### src/rtl/decoder3to8_hold.sv
// decoder3to8_hold: registered 3-to-8 one-hot decoder with a valid/ready
// input handshake. Each accepted index drives its line for HOLD_CYCLES
// cycles, followed by one all-zero gap cycle, so consecutive lines never
// overlap (break-before-make). Dropping en during the drive cuts the hold
// short; the gap cycle then reports aborted instead of done.
module decoder3to8_hold #(
  parameter int HOLD_CYCLES = 4,  // cycles each line stays high, 1..255
  parameter int CNT_W       = 8   // hold counter width, 2**CNT_W > HOLD_CYCLES
) (
  input  logic       clk,
  input  logic       rst_n,
  input  logic       en,
  input  logic       in_valid,
  output logic       in_ready,
  input  logic [2:0] I,
  output logic [7:0] Y,
  output logic       busy,
  output logic       done,
  output logic       aborted
);

  typedef enum logic [1:0] {
    IDLE  = 2'd0,
    DRIVE = 2'd1,
    GAP   = 2'd2
  } state_t;

  // The counter holds the number of drive cycles still to come after the
  // current one, so a value of zero means this is the last drive cycle.
  localparam logic [CNT_W-1:0] HOLD_LOAD = CNT_W'(HOLD_CYCLES - 1);

  state_t           state_q, state_d;
  logic [CNT_W-1:0] cnt_q, cnt_d;
  logic [7:0]       y_q, y_d;
  logic             busy_q, busy_d;
  logic             done_q, done_d;
  logic             aborted_q, aborted_d;

  logic [7:0]       onehot;
  logic             accept;

  // One comparator per output line; exactly one of them matches any index.
  for (genvar gi = 0; gi < 8; gi++) begin : g_decode
    assign onehot[gi] = (I == 3'(gi));
  end

  // rst_n is folded in so nothing upstream sees ready while held in reset.
  assign in_ready = en & (state_q == IDLE) & rst_n;
  assign accept   = in_valid & in_ready;

  // Next-state and next-output logic; all outputs are registered.
  always_comb begin
    state_d   = state_q;
    cnt_d     = cnt_q;
    y_d       = y_q;
    busy_d    = busy_q;
    done_d    = 1'b0;
    aborted_d = 1'b0;

    case (state_q)
      IDLE: begin
        y_d    = 8'h00;
        busy_d = 1'b0;
        if (accept) begin
          state_d = DRIVE;
          y_d     = onehot;
          cnt_d   = HOLD_LOAD;
          busy_d  = 1'b1;
        end
      end

      DRIVE: begin
        busy_d = 1'b1;
        if (!en) begin
          // Abort takes precedence over normal completion.
          state_d   = GAP;
          y_d       = 8'h00;
          cnt_d     = '0;
          aborted_d = 1'b1;
        end else if (cnt_q == '0) begin
          state_d = GAP;
          y_d     = 8'h00;
          done_d  = 1'b1;
        end else begin
          cnt_d = cnt_q - 1'b1;
        end
      end

      GAP: begin
        // Single gap cycle, left unconditionally regardless of en.
        state_d = IDLE;
        y_d     = 8'h00;
        busy_d  = 1'b0;
      end

      default: begin
        state_d = IDLE;
        y_d     = 8'h00;
        cnt_d   = '0;
        busy_d  = 1'b0;
      end
    endcase
  end

  // State and output registers; reset clears everything immediately.
  always_ff @(posedge clk or negedge rst_n) begin
    if (!rst_n) begin
      state_q   <= IDLE;
      cnt_q     <= '0;
      y_q       <= 8'h00;
      busy_q    <= 1'b0;
      done_q    <= 1'b0;
      aborted_q <= 1'b0;
    end else begin
      state_q   <= state_d;
      cnt_q     <= cnt_d;
      y_q       <= y_d;
      busy_q    <= busy_d;
      done_q    <= done_d;
      aborted_q <= aborted_d;
    end
  end

  assign Y       = y_q;
  assign busy    = busy_q;
  assign done    = done_q;
  assign aborted = aborted_q;

endmodule

### config.mk
export PLATFORM = sky130hd
export DESIGN_NAME = decoder3to8_hold
export DESIGN_NICKNAME = d
export VERILOG_FILES = /design/src/rtl/decoder3to8_hold.sv
export SDC_FILE = /design/constraint.sdc
export NUM_CORES = 1
export LEC_CHECK = 0
export CAP_MARGIN = 0
export CELL_PAD_IN_SITES_DETAIL_PLACEMENT = 1
export CELL_PAD_IN_SITES_GLOBAL_PLACEMENT = 1
export CORE_ASPECT_RATIO = 1.5
export CORE_MARGIN = 2
export CORE_UTILIZATION = 39
export DETAILED_ROUTE_END_ITERATION = 10
export PLACE_DENSITY = 0.78
export SKIP_CTS_REPAIR_TIMING = 1
export SLEW_MARGIN = 15
export SYNTH_ARGS = -nofsm -noshare
export SYNTH_HDL_FRONTEND = slang
export SYNTH_SLANG_ARGS = --single-unit
### constraint.sdc
create_clock -name clk -period 2.6 [get_ports clk]
set_clock_uncertainty 0.1 [all_clocks]
set_input_delay 0.52 -clock clk [delete_from_list [all_inputs] [get_ports clk]]
set_output_delay 0.52 -clock clk [all_outputs]
set_load 0.01 [all_outputs]
# Word-level counts from Yosys, hierarchy flattened
# Index checks and enable logic that the tools add are counted.
[word_totals]
regBits = 21
input_bits = 7
output_inout_bits = 12
word_cells = 47
[op_classes]
add_sub_neg = 1
eq_ne = 12
n_mux = 19
bitwise = 4
reduce_logical = 5
[op_table]
columns = ["operator", "n"]
rows = [
  ["$mux 8", 6],
  ["$pmux 8 s3", 1],
  ["$pmux 8 s2", 1],
  ["$eq 3x3->1 const B", 4],
  ["$logic_not 8->1", 1],
  ["$sub 8x1->8 const B", 1],
  ["$eq 3x2->1 const B", 2],
  ["$mux 1", 6],
  ["$mux 2", 3],
  ["$ne 3x3->1 const B", 2],
  ["$pmux 2 s2", 1],
  ["$and 1x1->1", 3],
  ["$eq 3x1->1 const B", 1],
  ["$logic_not 3->1", 1],
  ["$reduce_and 3->1", 1],
  ["$eq 2x1->1 const B", 1],
  ["$eq 2x2->1 const B", 1],
  ["$logic_not 2->1", 1],
  ["$ne 2x2->1 const B", 1],
  ["$pmux 1 s2", 1],
  ["$reduce_and 2->1", 1],
  ["$not 1->1", 1],
]

# Logic depth before layout (Yosys ltp)
# Gate-level depths: netlist (run 1).
[depth]
ltp_word = 6
ltp_mapped = 7
ltp_nobuf = 6

# Worst setup path after synthesis (run 1)
# Ideal clock, no wire load.
[synth_path]
path_kind = "register to register"
start = "reg cnt_q[0]"
end = "reg cnt_q[3]"
setup_time_ns = 0.119
arrival_ns = 1.734
t_required_ns = 2.381
path_slack_ns = 0.647
stages_incl_launch_ff = 8
n_path_buf = 1
period_less_slack_ns = 1.953
cell_sequence = "dfrtp_1 > inv_1 > ha_1 > or3b_2 > o32ai_4 > buf_6 > nor4_1 > o21a_1"
[synth_between]
elab_chain_cells = 4
elab_cells_between_ends = 7
cone_classes = "1 x add/sub; 1 x eq/ne; 3 x mux; 2 x reduce/logical"
[synth_rtl]
columns = ["element", "line_no", "text"]
rows = [
  ["start: declaration", "33", "logic [CNT_W-1:0] cnt_q, cnt_d;"],
  ["start signal: assignment", "116", "cnt_q <= cnt_d;"],
  ["$sub 8x1->8", "85", "cnt_d = cnt_q - 1'b1;"],
  ["$mux 8", "80", "end else if (cnt_q == '0) begin"],
  ["$mux 8", "74", "if (!en) begin"],
  ["$pmux 8 s3", "60", "case (state_q)"],
]
# Several ways; a longest one is shown, not always the timed one. The select of a mux whose other input is x is not followed.
# A chain may end at the register's enable or synchronous reset.

# Worst setup path in the final report (run 1)
[layout_path]
start = "in rst_n"
end = "out in_ready"
[layout_between]
elab_chain_cells = 1
[layout_rtl]
columns = ["element", "line_no", "text"]
rows = [
  ["start: declaration", "11", "input logic rst_n,"],
  ["$and 1x1->1", "48", "assign in_ready = en & (state_q == IDLE) & rst_n;"],
  ["end: declaration", "14", "output logic in_ready,"],
]
# No other way between the ends.

==> results_dict.tcl, run 1 <==
set metrics [dict create \
    io_buffers 18 \
    io_pins 19 \
    rr_worst_depth 7 \
    routed_wirelength_um 2200 \
    slew_violations 0 \
    drt_iter0_drc 4 \
    ys_types 37 \
    num_antenna_cells 0 \
    synth_area_um2 1010 \
    cts-root-buf "clkbuf_4" \
    syn_to_final_growth_pct 25.5 \
    cts_tree "built" \
    max_cap_viol_count 0 \
    fillers 274 \
    nets 121 \
    cp_max_fo 4 \
    first_pass_iters 4 \
    rrSetupSlack_ps 380 \
    cp-start-kind "primary input" \
    whs_ps 391 \
    total_power_uw 995 \
    drive_gt1_share_pct 16.1 \
    synth-main-ff-cell "dfrtp_1" \
    async_flop_share_pct 100 \
    synth_edf_count 0 \
    outcome "finished clean" \
    vias_per_cell 5.90 \
    grt_max_degree 18 \
    finalSetupViolCount 0 \
    hold_violations 0 \
    worst-endpoint-arrival_ps 1890 \
    final_common_cell "dfrtp_1" \
    track_usage_pct 17.6 \
    core_um2 2450 \
    p_leak_nw 0.581 \
    ys_seq_area_share_pct 52.0 \
    dieHeight_um 66.4 \
    numCtsBuffers 3 \
    die_w_um 45.6 \
    crit_type "in -> out" \
    start_util_pct 41.3 \
    syn-num-nets 95 \
    required_ps 1980 \
    place_congestion 0.769 \
    clockBufferDepth 2 \
    yosysWarnings 0 \
    end_kind "output port" \
    die_area_um2 3020 \
    vias 803 \
    path_clk_slew_ps 120 \
    syn_avg_cell_area_um2 11.6 \
    antenna_found_initial 0 \
    timing.final.ws_setup_ps 92.9 \
    worst_slew_pin_slew_ps 455 \
    routedWlPerCell_um 16.2 \
    netlist_instances 87 \
    fmax_ghz 0.399 \
    synth_area_leaders "dfrtp_1 52%, o2bb2ai_1 4.3%, nand2b_1 3.7%, a21o_1 3.0%, o32ai_4 2.7%" \
    grt_pass1_vias 859 \
    rsz0062_at_grt "no" \
    rows 22 \
    min_delay_path_depth 1 \
    drc 0 \
    pwr_density_cell_nw_per_um2 784 \
    reg2reg_to "cnt_q[1]" \
    grt.overflow.total 0 \
    synth.largest_area_cell "dfrtp_1" \
    min_path_type "reg -> reg" \
    final_antenna_net_count 0 \
    clk_latency_ps 300 \
    hold_end "Y[0]" \
    hold_start "Y[0]" \
    dp_hpwl_um 1730 \
    cts_sinks 21 \
    vdd_drop_max_mv 0.322 \
    fin_crit_sh_pct 96.4 \
    fin_crit_ps 2510 \
    fin_tns_setup_ps 0 \
    max_slew_margin_pct 69.6 \
    grt_pass1_wl_um 3840 \
    r2r-start "cnt_q[0]" \
    pre_cts_ws_ps 64.8 \
    htreeDepth 1 \
    synthDominantCellAreaShare_pct 52.0 \
    final_cell_mix "21 x dfrtp_1, 18 x clkdlybuf4s50_1, 6 x nand2b_1, 6 x nand2_1" \
    ys_ff_latch 21 \
]
==> report_power, final <==
group	switching [mW]	internal [mW]
clock network	0.0963	0.0597
logic	0.202	0.181
registers	0.0636	0.392
==> metal layers <==
layer,wire (µm),track usage (%),up-vias
li1,-,-,380
met1,869,20.0,403
met2,1260,30.8,18
met3,57,2.19,2
met4,19,8.82,0
met5,0,0,-
==> cell families after synthesis <==
group | share of synthesized area (%)
flip-flops | 52.0
multiplexers | 0.990
AO/OA/AOI/OAI | 22.5
buffers and inverters | 3.09
AND/OR/NAND/NOR | 20.2
adder cells (fa/ha/maj) | 1.24
==> Yosys cell counts, drive strengths merged (2+ instances only) <==
master	count
or3	3
buf	2
o31a	2
or4	2
o21a	2
nor2	4
nand2b	6
nor4	4
inv	4
o2bb2ai	5
dfrtp	21
a21boi	2
nand2	6
a21o	4
o31ai	2
==> how the worst max path moves through the flow <==
stage | from | endpoint | slack, ps
after detailed placement | rst_n | cnt_q[7] | 60
after global routing | rst_n | in_ready | 70
after global placement | rst_n | in_ready | 110
after floorplan | cnt_q[0] | cnt_q[3] | 650
after CTS | rst_n | in_ready | 90
final | rst_n | in_ready | 90
==> state kept, by name, indices dropped and copies added, names as in the netlist <==
register / flops
done: 1
cnt_q: 8
aborted: 1
Y: 8
busy: 1
state_q: 2
==> area by class of cell <==
| cell class | instances | area [µm²] | area share [%] |
|---|---|---|---|
| Inverter | 4 | 15.0 | 1.18 |
| Multi-Input combinational cell | 60 | 454 | 35.8 |
| Tap cell | 24 | 30.0 | 2.37 |
| Timing Repair Buffer | 23 | 218 | 17.2 |
| Sequential cell | 21 | 526 | 41.4 |
| Clock buffer | 4 | 26.3 | 2.07 |
==> per-stage QoR <==
stage	instances	cell area (µm²)	util, %
final	136	1270	51.8
after global routing	136	1270	51.8
after CTS	136	1270	51.8
after detailed placement	132	1240	50.7
after global placement	132	1240	50.7
after floorplan	87	1010	-
==> worst max-delay path, stage by stage <==
cell and delay (ps):
clkdlybuf4s50_1 530, and4bb_2 290, clkdlybuf4s50_1 550
No activity file was read; power rests on OpenSTA's default activity.
==> inputs of run 2 (changes only) <==
Settings changed: HOLD_SLACK_MARGIN set to 0.08.
==> results of run 2 <==
The final DEF is identical to that of run 1; final timing and power are the same.
==> inputs of run 3 (changes only) <==
Settings changed: CTS_CLUSTER_DIAMETER set to 30.
==> results of run 3 <==
The final DEF is identical to that of run 1; final timing and power are the same.
